[src/rtl/pipe_skid_reg.sv]
// pipe_skid_reg: pipeline-stage register with a valid/ready handshake and a
// 2-entry skid buffer (main entry + skid entry). in_ready is a register bit,
// so downstream backpressure never reaches upstream combinationally.
// Optional feature macro: PIPE_SKID_PERF_EN adds the stall_cnt[31:0] port
// and its saturating stall counter; the datapath is identical either way.
//
// Handshake: a payload moves across an interface only on a cycle where both
// valid and ready are 1 at the rising edge (a "fire"). valid never waits on
// ready. Data is ignored when not firing. While out_valid=1 and out_ready=0,
// out_valid and out_data hold steady until the payload is taken.

module pipe_skid_reg #(
   parameter int               WIDTH   = 32,
   parameter logic [WIDTH-1:0] RST_VAL = '0
) (
   input  logic             clk,
   input  logic             rst,
   input  logic             flush,
   input  logic             in_valid,
   output logic             in_ready,
   input  logic [WIDTH-1:0] in_data,
   output logic             out_valid,
   input  logic             out_ready,
   output logic [WIDTH-1:0] out_data,
   output logic [1:0]       occupancy
`ifdef PIPE_SKID_PERF_EN
   ,
   output logic [31:0]      stall_cnt
`endif
);

   // The state encoding is the pair {skid_v, main_v}; skid_v=1 implies main_v=1,
   // so 2'b10 is unreachable. Probing `state` gives the FSM state directly.
   typedef enum logic [1:0] {
      EMPTY = 2'b00,
      ONE   = 2'b01,
      FULL  = 2'b11
   } state_t;

   state_t           state;
   logic [WIDTH-1:0] main_d;
   logic [WIDTH-1:0] skid_d;
   logic             main_v;
   logic             skid_v;
   logic             in_fire;
   logic             out_fire;

   // Decode entry valids and the handshake fires from the state register.
   always_comb begin
      main_v    = state[0];
      skid_v    = state[1];
      out_valid = main_v;
      out_data  = main_d;
      in_ready  = ~skid_v;
      occupancy = {1'b0, main_v} + {1'b0, skid_v};
      in_fire   = in_valid & in_ready;
      out_fire  = out_valid & out_ready;
   end

   // Stage FSM: reset beats flush, flush beats any handshake in the same cycle.
   always_ff @(posedge clk) begin
      if (rst) begin
         state  <= EMPTY;
         main_d <= RST_VAL;
         skid_d <= RST_VAL;
      end else if (flush) begin
         state  <= EMPTY;
         main_d <= RST_VAL;
         skid_d <= RST_VAL;
      end else begin
         case (state)
            EMPTY: begin
               if (in_fire) begin
                  state  <= ONE;
                  main_d <= in_data;
               end
            end
            ONE: begin
               if (in_fire && out_fire) begin
                  main_d <= in_data;
               end else if (in_fire) begin
                  // Downstream stalled: park the new payload behind the head.
                  state  <= FULL;
                  skid_d <= in_data;
               end else if (out_fire) begin
                  state <= EMPTY;
               end
            end
            FULL: begin
               if (out_fire) begin
                  state  <= ONE;
                  main_d <= skid_d;
               end
            end
            default: state <= EMPTY;
         endcase
      end
   end

`ifdef PIPE_SKID_PERF_EN
   // Count cycles where a payload is waiting on downstream; saturates, flush-immune.
   always_ff @(posedge clk) begin
      if (rst) begin
         stall_cnt <= '0;
      end else if (out_valid && !out_ready && (stall_cnt != 32'hFFFF_FFFF)) begin
         stall_cnt <= stall_cnt + 32'd1;
      end
   end
`endif

endmodule

[config.mk]
export PLATFORM = sky130hd
export DESIGN_NAME = pipe_skid_reg
export DESIGN_NICKNAME = d
export VERILOG_FILES = /design/src/rtl/pipe_skid_reg.sv
export SDC_FILE = /design/constraint.sdc
export NUM_CORES = 1
export LEC_CHECK = 0
export ABC_CLOCK_PERIOD_IN_PS = 1800
export BUFFER_PORTS_ARGS = -buffer_cell sky130_fd_sc_hd__buf_2
export CORE_ASPECT_RATIO = 0.5
export CORE_MARGIN = 5
export CORE_UTILIZATION = 40
export DETAILED_ROUTE_END_ITERATION = 12
export PLACE_DENSITY = 0.66
export SYNTH_ARGS = -nofsm -noshare
export SYNTH_HDL_FRONTEND = slang
export SYNTH_SLANG_ARGS = --single-unit
export TNS_END_PERCENT = 30
[constraint.sdc]
create_clock -name clk -period 1.8 [get_ports clk]
set_input_delay 0.09 -clock clk [delete_from_list [all_inputs] [get_ports clk]]
set_output_delay 0.09 -clock clk [all_outputs]
set_load 0.01 [all_outputs]
# Word-level counts from Yosys, hierarchy flattened
# Cells that the tools add are included.
totals:
  input_bits: 37
  register_bits: 66
classes:
  add_sub_neg: 1
  mux: 10
  bitwise_logic: 4
  n_reduce_logical: 7
  n_eq_ne: 7
op_table:
  columns: ["op", "n"]
  rows:
  - ["$mux W32", 3]
  - ["$pmux W32 S3", 1]
  - ["$mux W2", 5]
  - ["$ne A2 B2 Y1 const B", 4]
  - ["$reduce_and A4 Y1", 2]
  - ["$pmux W2 S3", 1]
  - ["$ne A3 B3 Y1 const B", 1]
  - ["$reduce_and A3 Y1", 1]
  - ["$reduce_bool A3 Y1", 1]
  - ["$add A1 B1 Y2", 1]
  - ["$and A1 B1 Y1", 2]
  - ["$eq A2 B1 Y1 const B", 1]
  - ["$eq A2 B2 Y1 const B", 1]
  - ["$logic_not A2 Y1", 1]
  - ["$not A1 Y1", 2]
  - ["$reduce_or A2 Y1", 1]
  - ["$logic_and A1 B1 Y1", 1]

# Logic depth before layout (Yosys ltp)
# Gate-level depths: netlist of run 1.
depth:
  word_depth: 5
  mapped_depth: 8

# Least setup slack after synthesis of run 1
# OpenSTA, ideal clock, no wires.
synth_timing:
  kind: "register -> register"
  startpoint: "register state[0]"
  endpoint: "register main_d[10] (netlist: out_data[10])"
  path_slack_ns: -0.037
  setup_ns: 0.081
  arrival_ns: 1.755
  path_stages_with_launch: 9
  synth_period_minus_slack_ns: 1.837
  n_path_buf: 2
  cell_sequence: "dfxtp_1 inv_1 ha_1 nor2_1 a41o_1 and2_4 buf_6 buf_6 a211oi_2"
synth_between:
  elab_chain_len: 4
synth_lines:
  columns: ["element", "line", "text"]
  rows:
  - ["start, declared", "40", "state_t state;"]
  - ["start signal, assigned", "63", "state <= EMPTY;"]
  - ["start signal, assigned", "67", "state <= EMPTY;"]
  - ["start signal, assigned", "74", "state <= ONE;"]
  - ["$and A1 B1 Y1", "57", "out_fire = out_valid & out_ready;"]
  - ["$logic_and A1 B1 Y1", "79", "if (in_fire && out_fire) begin"]
  - ["$ne A2 B2 Y1 (no line)", null, null]
  - ["$reduce_and A4 Y1 (no line)", null, null]
  - ["end signal, assigned", "75", "main_d <= in_data;"]
  - ["end signal, assigned", "80", "main_d <= in_data;"]
  - ["end signal, assigned", "92", "main_d <= skid_d;"]
  - ["end, declared", "41", "logic [WIDTH-1:0] main_d;"]
# Parallel ways exist; a longest one is shown, timed or not.
# A chain may end at the register's enable or synchronous reset.

# Worst setup path in the final report of run 1
layout_timing:
  startpoint: "register state[0]"
  endpoint: "register main_d[19] (netlist: out_data[19])"
# The elaborated chain is that of the path after synthesis.

==> run metrics, run 1 <==
status=complete, no violations; Critical Path Fanout Max=20; Synth area leaders=dfxtp_1 (45%), a211oi_2 (13%), mux2i_1 (12%); Worst-Margin Slew=0.429 ns; GRT Util Overall=17.1%; maximum vdd drop=544 uV; async set-reset flop share out of synthesis=0%; Max Slew Vio Count=0; CP max-delay cell=dfxtp_2; Post-Synthesis Cells=313; Hold Vio Cnt, Final=0; Post-synth EDFFs=0; Psw=1.06 mW; Final Skew=0.00714 ns; clock slew at reported path FFs=0.05 ns; worst skew pair latency=0.33 ns; Total Nets Final=430; I/O pin count=73; Sw Share=27.3%; clock buffer depth=2; # rows=22; gr ovfl total=0; register area share after synthesis=44.7%; DRC viols=0; Crit path largest cell delay=0.41 ns; share of cells above drive strength 1=36.6%; synth unique cells=23; Yosys Warn Count=0; Core ar.=7270 um^2; CTS Buf Count=9; ant diodes=0; worst path bufs/invs=2; Chip Width=132 um; vias=2594; P_int=2.83 mW; H-tree levels=3; CTS tree=yes; Max Fclk=578 MHz; DR WL/cell=16.3 um; area grow syn2layout=28.4%; CP startpoint kind=flop; final setup fails=0; Mean Syn Cell Area=9.45 um^2; Seq pwr share=39.9%; area leader, netlist=dfxtp_1; mapped cell area=2960 um^2; 1st-iter DRT viols=102; WHS=0.00694 ns; Critical Path RT=2.05 ns; syn_nets=355; largest net degree at the start of global routing=35; Routed Antenna Nets=0; DPL Wire Length=5030 um; total power divided by cell area=1030 nW/um^2; Pwr Total=3.90 mW; Synth Register Bits=66; final wirelength=7960 um; Die Y=70.8 um; Worst Setup End Kind=flop; period utilization=96.1%; initial antenna violation count=0; vias in the first global route=2616; Pleak=1.42 nW; CP Class=flop to flop; Comb pwr share=15.2%; commonest non-fill, non-tap cells in the layout=buf_2 (72), nand2_1 (68), a21oi_1 (64), dfxtp_1 (64), mux2i_1 (34); first-pass GRT wire length=12800 um; HP Class=primary input to flop; Final min period=1.73 ns; critical-path cell list=inv_1 -> ha_4 -> nor2_1 -> a41o_2 -> buf_6 -> a21oi_1 -> a211oi_2; Initial Utilization=40.7%; die area=9320 um^2; PortBufs=72; Top delay family on crit path=compound AO/OA/AOI/OAI gates; Num Clock Sinks=66; commonest non-fill, non-tap cell in the layout=buf_2; Arr. time, crit path=1.98 ns; main flop type after synthesis=dfxtp_1; Via density=5.30; Pre-antenna DRT Iters=4; Max Cap Viol=0; share of Yosys cell area claimed by the top area cell type=44.7%; clock network power share=44.9%; Root Buffer=clkbuf_16; Final GP Congestion=0.784; Slew HR=71.4%
-- synth_stat cells, types with 2 or more instances --
library cell / count
ha_1: 5
dfxtp_1: 66
a211oi_1: 2
nand2_1: 68
clkbuf_1: 10
a211oi_2: 30
buf_2: 14
buf_6: 4
a21oi_1: 64
mux2i_1: 34
nor2_1: 2
inv_1: 3
-- final cells by class --
cell class	count	area [um^2]
flip-flops and latches	66	1320
repair buffers	90	519
multi-input cells	218	1520
clock buffers	9	225
well taps	96	120
inverters	3	11.3
clock inverters	7	76.3
fillers	665	3470
-- sequential cells by signal, summed over array words and instances (netlist names) --
signal,count
out_data,32
skid_d,32
state,2
-- worst reg2reg max path, stage by stage (launching register included) --
cell and delay (ns):
dfxtp_2 0.41, inv_1 0.11, ha_4 0.26, nor2_1 0.14, a41o_2 0.20, buf_6 0.22, a21oi_1 0.12, a211oi_2 0.20
-- per-layer routing --
metal	wire [um]	global-route usage [%]
met1	3420	20.0
met2	3840	27.4
met3	494	7.10
met4	196	8.32
met5	0	0
-- power by group through the flow --
stage | clock network, mW | logic [mW] | registers [mW]
after detailed placement | 0 | 0.543 | 1.59
after global placement | 0 | 0.521 | 1.58
after CTS | 1.77 | 0.568 | 1.56
after global routing | 1.84 | 0.644 | 1.56
after floorplan | 0 | 0.358 | 1.60
final | 1.75 | 0.592 | 1.56
-- what timing repair did --
item | CTS | global route
pin swaps | 1 | 0
hold endpoints to repair | 4 | 1
hold buffers | 4 | 1
gates cloned | 1 | 1
setup buffers | 0 | 0
setup endpoints to repair | 33 | 34
resized for setup | 3 | 7
-- stage by stage --
step,util [%],cell area [um^2],setup WS (ns),cells,TNS (ns)
after floorplan,-,2970,0.0179,313,0
after CTS,51.7,3750,0.0386,487,0
final,52.3,3800,0.0705,489,0
after global routing,52.3,3800,-0.0295,489,-0.181
after global placement,46.8,3400,-0.000728,466,-0.000728
after detailed placement,46.8,3400,-0.181,466,-4.61
-- logic make-up (layout without fill, tap and decap cells) --
group           after synthesis  in the layout  synth area share [%]
compound gates              100            100                  25.4
simple gates                 76             78                  10.4
flops                        66             66                  44.7
mux                          34             34                  11.5
buf+inv                      31            109                  5.54
fa+ha+maj                     5              5                  2.12
xor+xnor                      1              1                 0.296
-- path summary, 6_finish.rpt --
kind              startpoint           end  slack (ns)  cells past startpoint
hold reg to reg   skid_d[23]    skid_d[23]        0.45                      2
hold / removal    in_data[8]     skid_d[8]       0.007                      3
setup / recovery    state[0]  out_data[19]        0.07                      7
setup reg to reg    state[0]  out_data[19]        0.07                      7
(Power assumes the default switching activity.)
==> inputs of run 2 (changes only) <==
CTS_BUF_LIST = sky130_fd_sc_hd__clkbuf_8   (was not set)
GPL_ROUTABILITY_DRIVEN = 0   (was not set)
==> run 2 against run 1 <==
  * Wire length decreased by 0.87%
  * Utilization increased by 0.93 points
  * Sequential cell count stayed put
  * Combinational power up 4.4%
  * Critical path depth fell by 1
  * Total power fell by 12%
  * Critical endpoint unchanged
  * Fmax decreased by 1.7%
  * Via count grew 0.85%
  * Clock power is 29% lower
  * Sequential share of layout area down 0.61 points
==> run metrics, run 2 (same netlist as run 1, synthesis figures left out) <==
status=complete, no violations; Worst-Margin Slew=0.428 ns; initial antenna violation count=0; Core ar.=7270 um^2; Die Y=70.8 um; period utilization=97.7%; HP Class=primary input to flop; final wirelength=7890 um; die area=9320 um^2; Pre-antenna DRT Iters=4; maximum vdd drop=342 uV; vias=2616; CP startpoint kind=flop; first-pass GRT wire length=12900 um; final setup fails=0; DPL Wire Length=5030 um; Top delay family on crit path=compound AO/OA/AOI/OAI gates; Pleak=1.45 nW; critical-path cell list=inv_1 -> ha_4 -> nor2_1 -> a41o_2 -> and2_2 -> a211oi_2; Root Buffer=clkbuf_8; DR WL/cell=15.6 um; Arr. time, crit path=2.01 ns; PortBufs=72; GRT Util Overall=16.8%; total power divided by cell area=884 nW/um^2; I/O pin count=73; non-filler instance count after layout=506; 1st-iter DRT viols=140; hold path endpoint=skid_d[13]; worst reg2reg path startpoint=state[0]; # rows=22; Stages on worst setup path=6; WHS=0.0157 ns; largest net degree at the start of global routing=35; Hold Path Depth=3; Final Skew=0.0122 ns; clock slew at reported path FFs=0.07 ns; Critical Path Fanout Max=8; Max Fclk=569 MHz; gr ovfl total=0; Max Cap Viol=0; Total Nets Final=447; Worst Setup End Kind=flop; Worst Reg-to-Reg Cells=6; Routed Antenna Nets=0; worst path bufs/invs=1; dpl cells=466; FF-to-FF End=out_data[19]; DRC viols=0; Final min period=1.76 ns; CP max-delay cell=dfxtp_2; reg-to-reg slack, setup=0.04 ns; CTS Buf Count=9; clock buffer depth=2; CTS tree=yes; area grow syn2layout=30.7%; worst skew pair latency=0.33 ns; hold_sp=in_data[13]; Slew HR=71.4%; Critical Path RT=2.05 ns; H-tree levels=3; ant diodes=0; CP Class=flop to flop; postcts setup bufs=0; Initial Utilization=40.7%; Crit path largest cell delay=0.42 ns; Via density=5.17; commonest non-fill, non-tap cell in the layout=buf_2; Max Slew Vio Count=0; Chip Width=132 um; share of cells above drive strength 1=35.1%; commonest non-fill, non-tap cells in the layout=buf_2 (72), nand2_1 (68), a21oi_1 (64), dfxtp_1 (64), mux2i_1 (34); Num Clock Sinks=66; vias in the first global route=2670; Hold Vio Cnt, Final=0
-- run 2: cell types whose count changed in the layout (fill, tap and decap cells not counted), sizes merged --
| cell | delta |
|---|---|
| dlygate4sd3 | +17 |
-- run 2: worst max-delay path by stage --
| stage | start | slack (ns) | end |
|---|---|---|---|
| finish | state[0] | 0.04 | out_data[19] |
| global route | state[1] | -0.02 | out_data[6] |
| CTS | state[1] | 0.03 | out_data[0] |
| detailed placement | state[1] | -0.18 | out_data[0] |
| global placement | state[1] | -0.0007 | out_data[30] |
| floorplan | state[1] | 0.02 | out_data[10] |
-- run 2: area by class of cell --
| cell class | instances | area, um^2 |
|---|---|---|
| clock buffer | 9 | 124 |
| clock inverter | 7 | 76.3 |
| fill | 667 | 3400 |
| inverter | 3 | 11.3 |
| multi-input combinational | 218 | 1520 |
| sequential | 66 | 1320 |
| tap | 96 | 120 |
| timing repair buffer | 107 | 689 |
-- run 2: worst reg2reg max path: cells and delay by family (launching register included) --
kind,cells,cell delay (ns)
fa+ha+maj,1,0.28
flops,1,0.42
simple gates,2,0.38
compound gates,2,0.50
buf+inv,1,0.11
-- run 2: through the flow --
step           cell area (um^2)  setup WS, ns  setup TNS (ns)  util, %  total power [mW]
2_1_floorplan              2970        0.0179               0        -              1.96
3_3_place_gp               3400     -0.000728       -0.000728     46.8              2.10
3_5_place_dp               3400        -0.181           -4.61     46.8              2.13
4_1_cts                    3830        0.0314               0     52.8              3.42
5_1_grt                    3860       -0.0216          -0.108     53.2              3.55
6_report                   3860        0.0412               0     53.2              3.42
-- run 2: metal layers --
metal	global-route usage [%]	vias to the layer above	routed length [um]
met2	27.8	62	3850
met3	4.97	10	372
met1	20.7	1257	3550
met5	0	-	0
li1	-	1287	-
met4	6.84	0	119
-- run 2: power by group --
part / total, mW / internal [mW] / switching (mW)
logic: 0.618 / 0.255 / 0.362
registers: 1.55 / 1.52 / 0.0357
clock network: 1.25 / 0.649 / 0.597
total: 3.42 / 2.42 / 0.995
-- run 2: repair_timing --
item,in CTS,in global routing
hold buffers,22,0
pin swaps,1,0
gates resized for setup,3,6
cloned,1,1
endpoints found under the setup margin,34,34
hold endpoints to repair,22,0
